**src/rtl/uart_alu_frame_ctrl.sv**
```systemverilog
// rtl/uart_alu_frame_ctrl.sv - multi-byte UART frame assembler and result serialiser for the ALU
module uart_alu_frame_ctrl #(
    parameter int DBIT        = 8,
    parameter int NB_DATA     = 16,
    parameter int NB_OP       = 6,
    parameter int TIMEOUT_CYC = 1000000
) (
    input  logic               i_clk,
    input  logic               i_reset,
    input  logic               i_rx_done_tick,
    input  logic [DBIT-1:0]    i_rx_data_in,
    input  logic [NB_DATA-1:0] i_alu_data_in,
    input  logic               i_tx_done_tick,
    output logic [NB_DATA-1:0] o_data_a,
    output logic [NB_DATA-1:0] o_data_b,
    output logic [NB_OP-1:0]   o_operation,
    output logic               o_tx_start,
    output logic [DBIT-1:0]    o_data_out,
    output logic               o_busy,
    output logic               o_timeout_err
);

    localparam int NB_BYTES = NB_DATA / DBIT;
    localparam int IW       = (NB_BYTES > 1) ? $clog2(NB_BYTES) : 1;
    localparam int TW       = (TIMEOUT_CYC > 1) ? $clog2(TIMEOUT_CYC + 1) : 1;
    localparam logic [IW-1:0] LAST_IDX = IW'(NB_BYTES - 1);
    localparam logic [TW-1:0] TO_LAST  = TW'(TIMEOUT_CYC - 1);

    typedef enum logic [2:0] {
        S_A,
        S_B,
        S_OP,
        S_CALC,
        S_TX,
        S_WAIT
    } state_t;

    state_t             state;
    logic [IW-1:0]      byte_idx;
    logic [IW-1:0]      tx_idx;
    logic [TW-1:0]      to_cnt;
    logic [NB_DATA-1:0] result;
    logic [NB_DATA-1:0] result_next;
    logic               in_rx;
    logic               frame_started;
    logic               timeout_hit;

    assign result_next   = result >> DBIT;
    assign in_rx         = (state == S_A) || (state == S_B) || (state == S_OP);
    // A frame is only "in progress" once its first byte has landed.
    assign frame_started = (state != S_A) || (byte_idx != '0);
    assign timeout_hit   = (TIMEOUT_CYC != 0) && in_rx && frame_started && (to_cnt == TO_LAST);

    always_ff @(posedge i_clk) begin
        if (i_reset) begin
            state         <= S_A;
            byte_idx      <= '0;
            tx_idx        <= '0;
            to_cnt        <= '0;
            result        <= '0;
            o_data_a      <= '0;
            o_data_b      <= '0;
            o_operation   <= '0;
            o_tx_start    <= 1'b0;
            o_data_out    <= '0;
            o_busy        <= 1'b0;
            o_timeout_err <= 1'b0;
        end else begin
            o_tx_start    <= 1'b0;
            o_timeout_err <= 1'b0;
            if (in_rx) begin
                // An arriving byte wins over a coinciding timeout expiry.
                if (i_rx_done_tick) begin
                    to_cnt <= '0;
                    case (state)
                        S_A, S_B: begin
                            if (state == S_A)
                                o_data_a[byte_idx*DBIT +: DBIT] <= i_rx_data_in;
                            else
                                o_data_b[byte_idx*DBIT +: DBIT] <= i_rx_data_in;
                            if (byte_idx == LAST_IDX) begin
                                byte_idx <= '0;
                                state    <= (state == S_A) ? S_B : S_OP;
                            end else begin
                                byte_idx <= byte_idx + 1'b1;
                            end
                        end
                        default: begin
                            o_operation <= i_rx_data_in[NB_OP-1:0];
                            o_busy      <= 1'b1;
                            state       <= S_CALC;
                        end
                    endcase
                end else if (timeout_hit) begin
                    state         <= S_A;
                    byte_idx      <= '0;
                    to_cnt        <= '0;
                    o_timeout_err <= 1'b1;
                end else if (frame_started && (TIMEOUT_CYC != 0)) begin
                    to_cnt <= to_cnt + 1'b1;
                end
            end else begin
                case (state)
                    S_CALC: begin
                        result     <= i_alu_data_in;
                        o_data_out <= i_alu_data_in[DBIT-1:0];
                        o_tx_start <= 1'b1;
                        tx_idx     <= '0;
                        state      <= S_TX;
                    end
                    S_TX: begin
                        state <= S_WAIT;
                    end
                    S_WAIT: begin
                        if (i_tx_done_tick) begin
                            result <= result_next;
                            if (tx_idx == LAST_IDX) begin
                                byte_idx <= '0;
                                o_busy   <= 1'b0;
                                state    <= S_A;
                            end else begin
                                tx_idx     <= tx_idx + 1'b1;
                                o_data_out <= result_next[DBIT-1:0];
                                o_tx_start <= 1'b1;
                                state      <= S_TX;
                            end
                        end
                    end
                    default: begin
                        state <= S_A;
                    end
                endcase
            end
        end
    end

endmodule
```
**config.mk**
```make
export PLATFORM = sky130hd
export DESIGN_NAME = uart_alu_frame_ctrl
export DESIGN_NICKNAME = d
export VERILOG_FILES = /design/src/rtl/uart_alu_frame_ctrl.sv
export SDC_FILE = /design/constraint.sdc
export NUM_CORES = 1
export LEC_CHECK = 0
export ABC_AREA = 1
export CAP_MARGIN = 20
export CORE_MARGIN = 1
export CORE_UTILIZATION = 46
export DETAILED_ROUTE_END_ITERATION = 7
export GPL_ROUTABILITY_DRIVEN = 0
export PLACE_DENSITY = 0.77
export SLEW_MARGIN = 20
export SYNTH_ARGS = -nofsm -noshare
export SYNTH_HDL_FRONTEND = slang
export SYNTH_SLANG_ARGS = --single-unit
```
**constraint.sdc**
```tcl
create_clock -name i_clk -period 1.5 [get_ports i_clk]
set_input_delay 0.3 -clock i_clk [delete_from_list [all_inputs] [get_ports i_clk]]
set_output_delay 0.3 -clock i_clk [all_outputs]
set_load 0.05 [all_outputs]
```
Yosys cells after proc, flatten, opt, wreduce, memory -nomap -nowiden
Index checks and enable logic that the tools add are counted.
Storage, ports and cells
  word-level logic and storage cells: 96
  RAM bits: 0
  bits in latches: 0
  output and inout bits: 49
  register bits: 90
  memories kept: 0
  bits in read-only memories: 0
  bits of input ports: 28
Operators by class
  multiply operators: 0
  equality and inequality tests: 14
  bitwise operators: 3
  reductions and logical operators: 24
  $add $sub $neg: 4
  order comparisons: 0
  shift-type cells: 2
  divide/modulo/power cells: 0
  mux-type cells: 37
Operator list (number)
  $mux W20: 3
  $neg A4 Y34: 1
  $shift A8 B34 Y16 const A: 1
  $shiftx A8 B34 Y16: 1
  $bwmux W16: 2
  $pmux W16 S2: 1
  $mux W3: 7
  $add A20 B1 Y20 const B: 1
  $eq A20 B20 Y1 const B: 1
  $mux W1: 16
  $mux W16: 1
  $mux W8: 2
  $pmux W8 S2: 1
  $reduce_and A4 Y1: 3
  $reduce_and A5 Y1: 2
  $pmux W3 S3: 1
  $reduce_and A3 Y1: 3
  $ne A2 B2 Y1 const B: 4
  $reduce_bool A2 Y1: 4
  $eq A3 B2 Y1 const B: 2
  $eq A3 B3 Y1 const B: 2
  $ne A3 B2 Y1 const B: 2
  $reduce_bool A3 Y1: 2
  $ne A4 B4 Y1 const B: 1
  other kinds (12): 20

Logic depth before layout (Yosys ltp)
  word-level depth: 8
  gate-level depth with buffers: 11
  depth with buffers taken out: 11

Least setup slack after synthesis
Ideal clock, no wire load.
  path type: register to register
  start point: register to_cnt[1]
  end point: register to_cnt[17]
  path slack: 38 ps
  setup time: 114 ps
  clock period less this slack: 1462 ps
  required time: 1386 ps
  buffers on the path: 1
  stages on the path, launching flop included: 10
  arrival time: 1348 ps
  cell sequence: dfxtp_1 -> ha_1 -> nand2_1 -> nor2_1 -> nand3_1 -> nor2_2 -> o21ai_4 -> nand2_2 -> buf_6 -> nor2_1
On the way
  longest elaborated chain between the ends: 4
  elaborated cells on any way between the ends: 8
  classes of those cells: 1 x add/sub; 1 x eq/ne; 3 x mux; 3 x reduce/logical
Ends and longest elaborated chain
  start, declared: line 41  | logic [TW-1:0] to_cnt;
  start signal, assigned: line 100  | to_cnt <= to_cnt + 1'b1;
  $add A20 B1 Y20 / $eq A20 B20 Y1 (equally long branches): line 100, 52
  $mux W20 / $logic_and A1 B1 Y1 (equally long branches): line 99, 52
  $mux W20 / $reduce_bool A3 Y1 (equally long branches)
  $mux W20 / $reduce_and A2 Y1 (equally long branches)
Several ways; a longest one is shown, not always the timed one. The select of a mux whose other input is x is not followed.
A chain may end at the register's enable or synchronous reset.

Final worst setup path
  start point: register to_cnt[1]
  end point: register to_cnt[18]
The elaborated chain is that of the path after synthesis.

==> summary.md <==
| Metric | Value |
|---|---|
| Relative slew margins | `73.2%` |
| Net Switching | `1.68 mW` |
| Min Hold Slack | `0.470 ns` |
| Clock net sink count | `82` |
| Post-route clock period utilization | `110%` |
| Largest net degree at the start of global routing | `47` |
| Clk network pwr share | `31.7%` |
| Commonest non-fill, non-tap cell in the layout | `nand2_1` |
| VDD IR max | `0.000714 V` |
| Layout cells sized above 1 | `31.3%` |
| CP Launch Type | `register` |
| Die H | `90.6 um` |
| Input/output buffers | `76` |
| Pleak | `2.25 nW` |
| Routed WL per cell | `16.9 um` |
| Unrepaired setup endpoints after global routing | `true` |
| Status | `finished with violations` |
| CTS root buffer | `clkbuf_8` |
| Post-placement cell count | `674` |
| Worst Path Arrival | `1.91 ns` |
| Final worst slack | `-0.148 ns` |
| Crit path max fanout | `4` |
| PwrDens | `935 nW/um2` |
| Async set or reset register ratio after synthesis | `0%` |
| Placed Instance Area | `5210 um2` |
| Prevailing post-synth register cell | `dfxtp_1` |
| Die W | `90.6 um` |
| # setup viols final | `20` |
| H-tree depth | `3` |
| Nets | `625` |
| Minimum clock period | `1.65 ns` |
| DRT Pass-1 Iters | `5` |
| Layout area overhead | `59.0%` |
| Non-Filler Instances | `700` |
| Failing checks | `negative setup slack` |
| Cts bufs inserted | `9` |
| CTS max path bufs | `2` |
| Worst slew pin tran | `0.398 ns` |
| Fin. Hold Viols | `0` |
| Initial antenna violation count | `0` |
| CP endpoint kind | `register` |
| Final Slew Violations | `0` |
| Largest cells by area after synthesis | `dfxtp_1, nand2_1, a21oi_1, o21ai_0, nor2_1` |
| Comb power frac | `23.6%` |
| Post-Syn Instances | `481` |
| Total GRT Usage | `25.3%` |
| Post-Place Setup Slack | `-0.271 ns` |
| Post-Synthesis Cell Area | `3610 um2` |
| Clock Skews | `0.00787 ns` |
| Synth area leader | `dfxtp_1` |
| Detailed Place HPWL | `7440 um` |
| # IOs | `77` |
| Count of cell types in the netlist | `32` |
| Later-pin clock latency in the skew report | `0.36 ns` |
| Clock-pin slew on the worst setup and hold paths | `0.09 ns` |
| First-pass GRT wire length | `16600 um` |
| Seq/Total Area, Yosys | `45.5%` |
| Synth warn | `0` |
| Max Freq | `607 MHz` |
| FP Rows | `31` |
| CTS tree | `yes` |
| Post-DRT Antenna Nets | `0` |
| N_diodes | `0` |
| Post-layout util | `77.5%` |
| Syn avg cell area | `7.50 um2` |
| Switching portion of total power | `31.3%` |
| Synthesized Nets | `510` |
| Yosys top cell area share | `45.5%` |
| DRT iter0 DRCs | `465` |
| Max-Cap Viols | `0` |
| Post-synth EDFFs | `0` |
| Crit Path Class | `register to register` |
| TNS Setup | `-1.03 ns` |
| Die Footprint | `8210 um2` |
| Sequential power share | `44.6%` |
| Most frequent cells in the layout | `nand2_1, dfxtp_1, a21oi_1` |
| GRT overflow | `0` |
| Vias in the first global route | `3442` |
| Core Region | `7410 um2` |
| Design Area, Final | `5740 um2` |
| # DRC | `0` |
| Via count | `3951` |
| Flops & latches, synth | `82` |
| Starting Density | `48.7%` |
| WL final | `11800 um` |
| Internal power | `3.69 mW` |
| HP Class | `register to register` |
| Vias/cell | `5.64` |
| Critical Path RT | `1.76 ns` |
| Power Total | `5.37 mW` |
| Filler Cells Inserted | `447` |
[flip-flops by register name, summed over array words and instances (netlist names)]
name	flops
byte_idx	1
o_busy	1
o_data_a	16
o_data_b	16
o_data_out	8
o_operation	6
o_timeout_err	1
o_tx_start	1
result	8
state	3
to_cnt	20
tx_idx	1
[path summary, 6_finish.rpt]
kind | from | slack (ns) | cells past startpoint | endpoint
max | to_cnt[1]$_SDFFE_PP0P_ | -0.15 | 9 | to_cnt[18]$_SDFFE_PP0P_
min | result[13]$_SDFFE_PP0P_ | 0.47 | 2 | result[13]$_SDFFE_PP0P_
max reg2reg | to_cnt[1]$_SDFFE_PP0P_ | -0.15 | 9 | to_cnt[18]$_SDFFE_PP0P_
min reg2reg | result[13]$_SDFFE_PP0P_ | 0.47 | 2 | result[13]$_SDFFE_PP0P_
[synthesized netlist by cell type (2+ instances only)]
master / count
o21ai_4: 2
o21ai_0: 48
inv_2: 2
inv_4: 2
clkbuf_1: 7
buf_2: 3
xnor2_1: 2
a31oi_1: 7
nor2_2: 7
nand2_1: 94
inv_1: 37
nor2_4: 5
nand3_1: 27
nor2_1: 53
a21oi_1: 57
nand2_2: 6
o21bai_1: 2
nand4_1: 7
buf_4: 4
dfxtp_1: 82
buf_6: 5
nor3_1: 4
xor2_1: 9
[worst max-delay path, stage by stage (launching register included)]
cell,delay [ns]
dfxtp_2,0.36
ha_4,0.16
nand2_2,0.09
nor2_4,0.19
buf_6,0.13
nand3_4,0.09
nor2_4,0.18
nand3_1,0.16
nand3_2,0.12
a21oi_2,0.05
[layout make-up]
| cell class | count | area, um2 | area share [%] |
|---|---|---|---|
| Multi-Input combinational cell | 338 | 1870 | 32.6 |
| Timing Repair Buffer | 123 | 1700 | 29.6 |
| Sequential cell | 82 | 1660 | 28.9 |
| Inverter | 42 | 170 | 2.96 |
| Clock buffer | 10 | 138 | 2.40 |
| Tap cell | 99 | 124 | 2.16 |
| Clock inverter | 6 | 75.1 | 1.31 |
[timing repair]
action                     in CTS  in global routing
hold buffers                    0                  0
cloned                          0                  1
setup buffers                   0                  9
pin swaps                       1                 17
setup endpoints to repair      28                 50
gates resized for setup        12                 61
[power groups by stage]
stage | clock network [mW] | logic [mW] | registers (mW)
2_1_floorplan | 0 | 0.343 | 2.66
3_3_place_gp | 0 | 1.16 | 2.43
3_5_place_dp | 0 | 1.18 | 2.43
4_1_cts | 1.71 | 1.19 | 2.39
5_1_grt | 1.81 | 1.33 | 2.41
6_report | 1.70 | 1.27 | 2.40
[layer usage]
layer  share of wire (%)  global-route usage [%]  up-vias
met5                   0                       0        -
met4                 4.2                    7.53        0
met3                 7.9                    6.73       56
li1                    -                       -     1810
met1                  40                    32.1     1853
met2                  48                    41.9      232
[kinds of logic after synthesis]
| family | count (synthesis) | share of synthesized area [%] |
|---|---|---|
| AND/OR/NAND/NOR | 207 | 25.5 |
| buffers and inverters | 61 | 8.04 |
| adder cells (fa/ha/maj) | 1 | 0.347 |
| XOR/XNOR | 11 | 2.67 |
| AO/OA/AOI/OAI | 119 | 17.9 |
| flip-flops | 82 | 45.5 |
No activity file was read; power rests on OpenSTA's default activity.
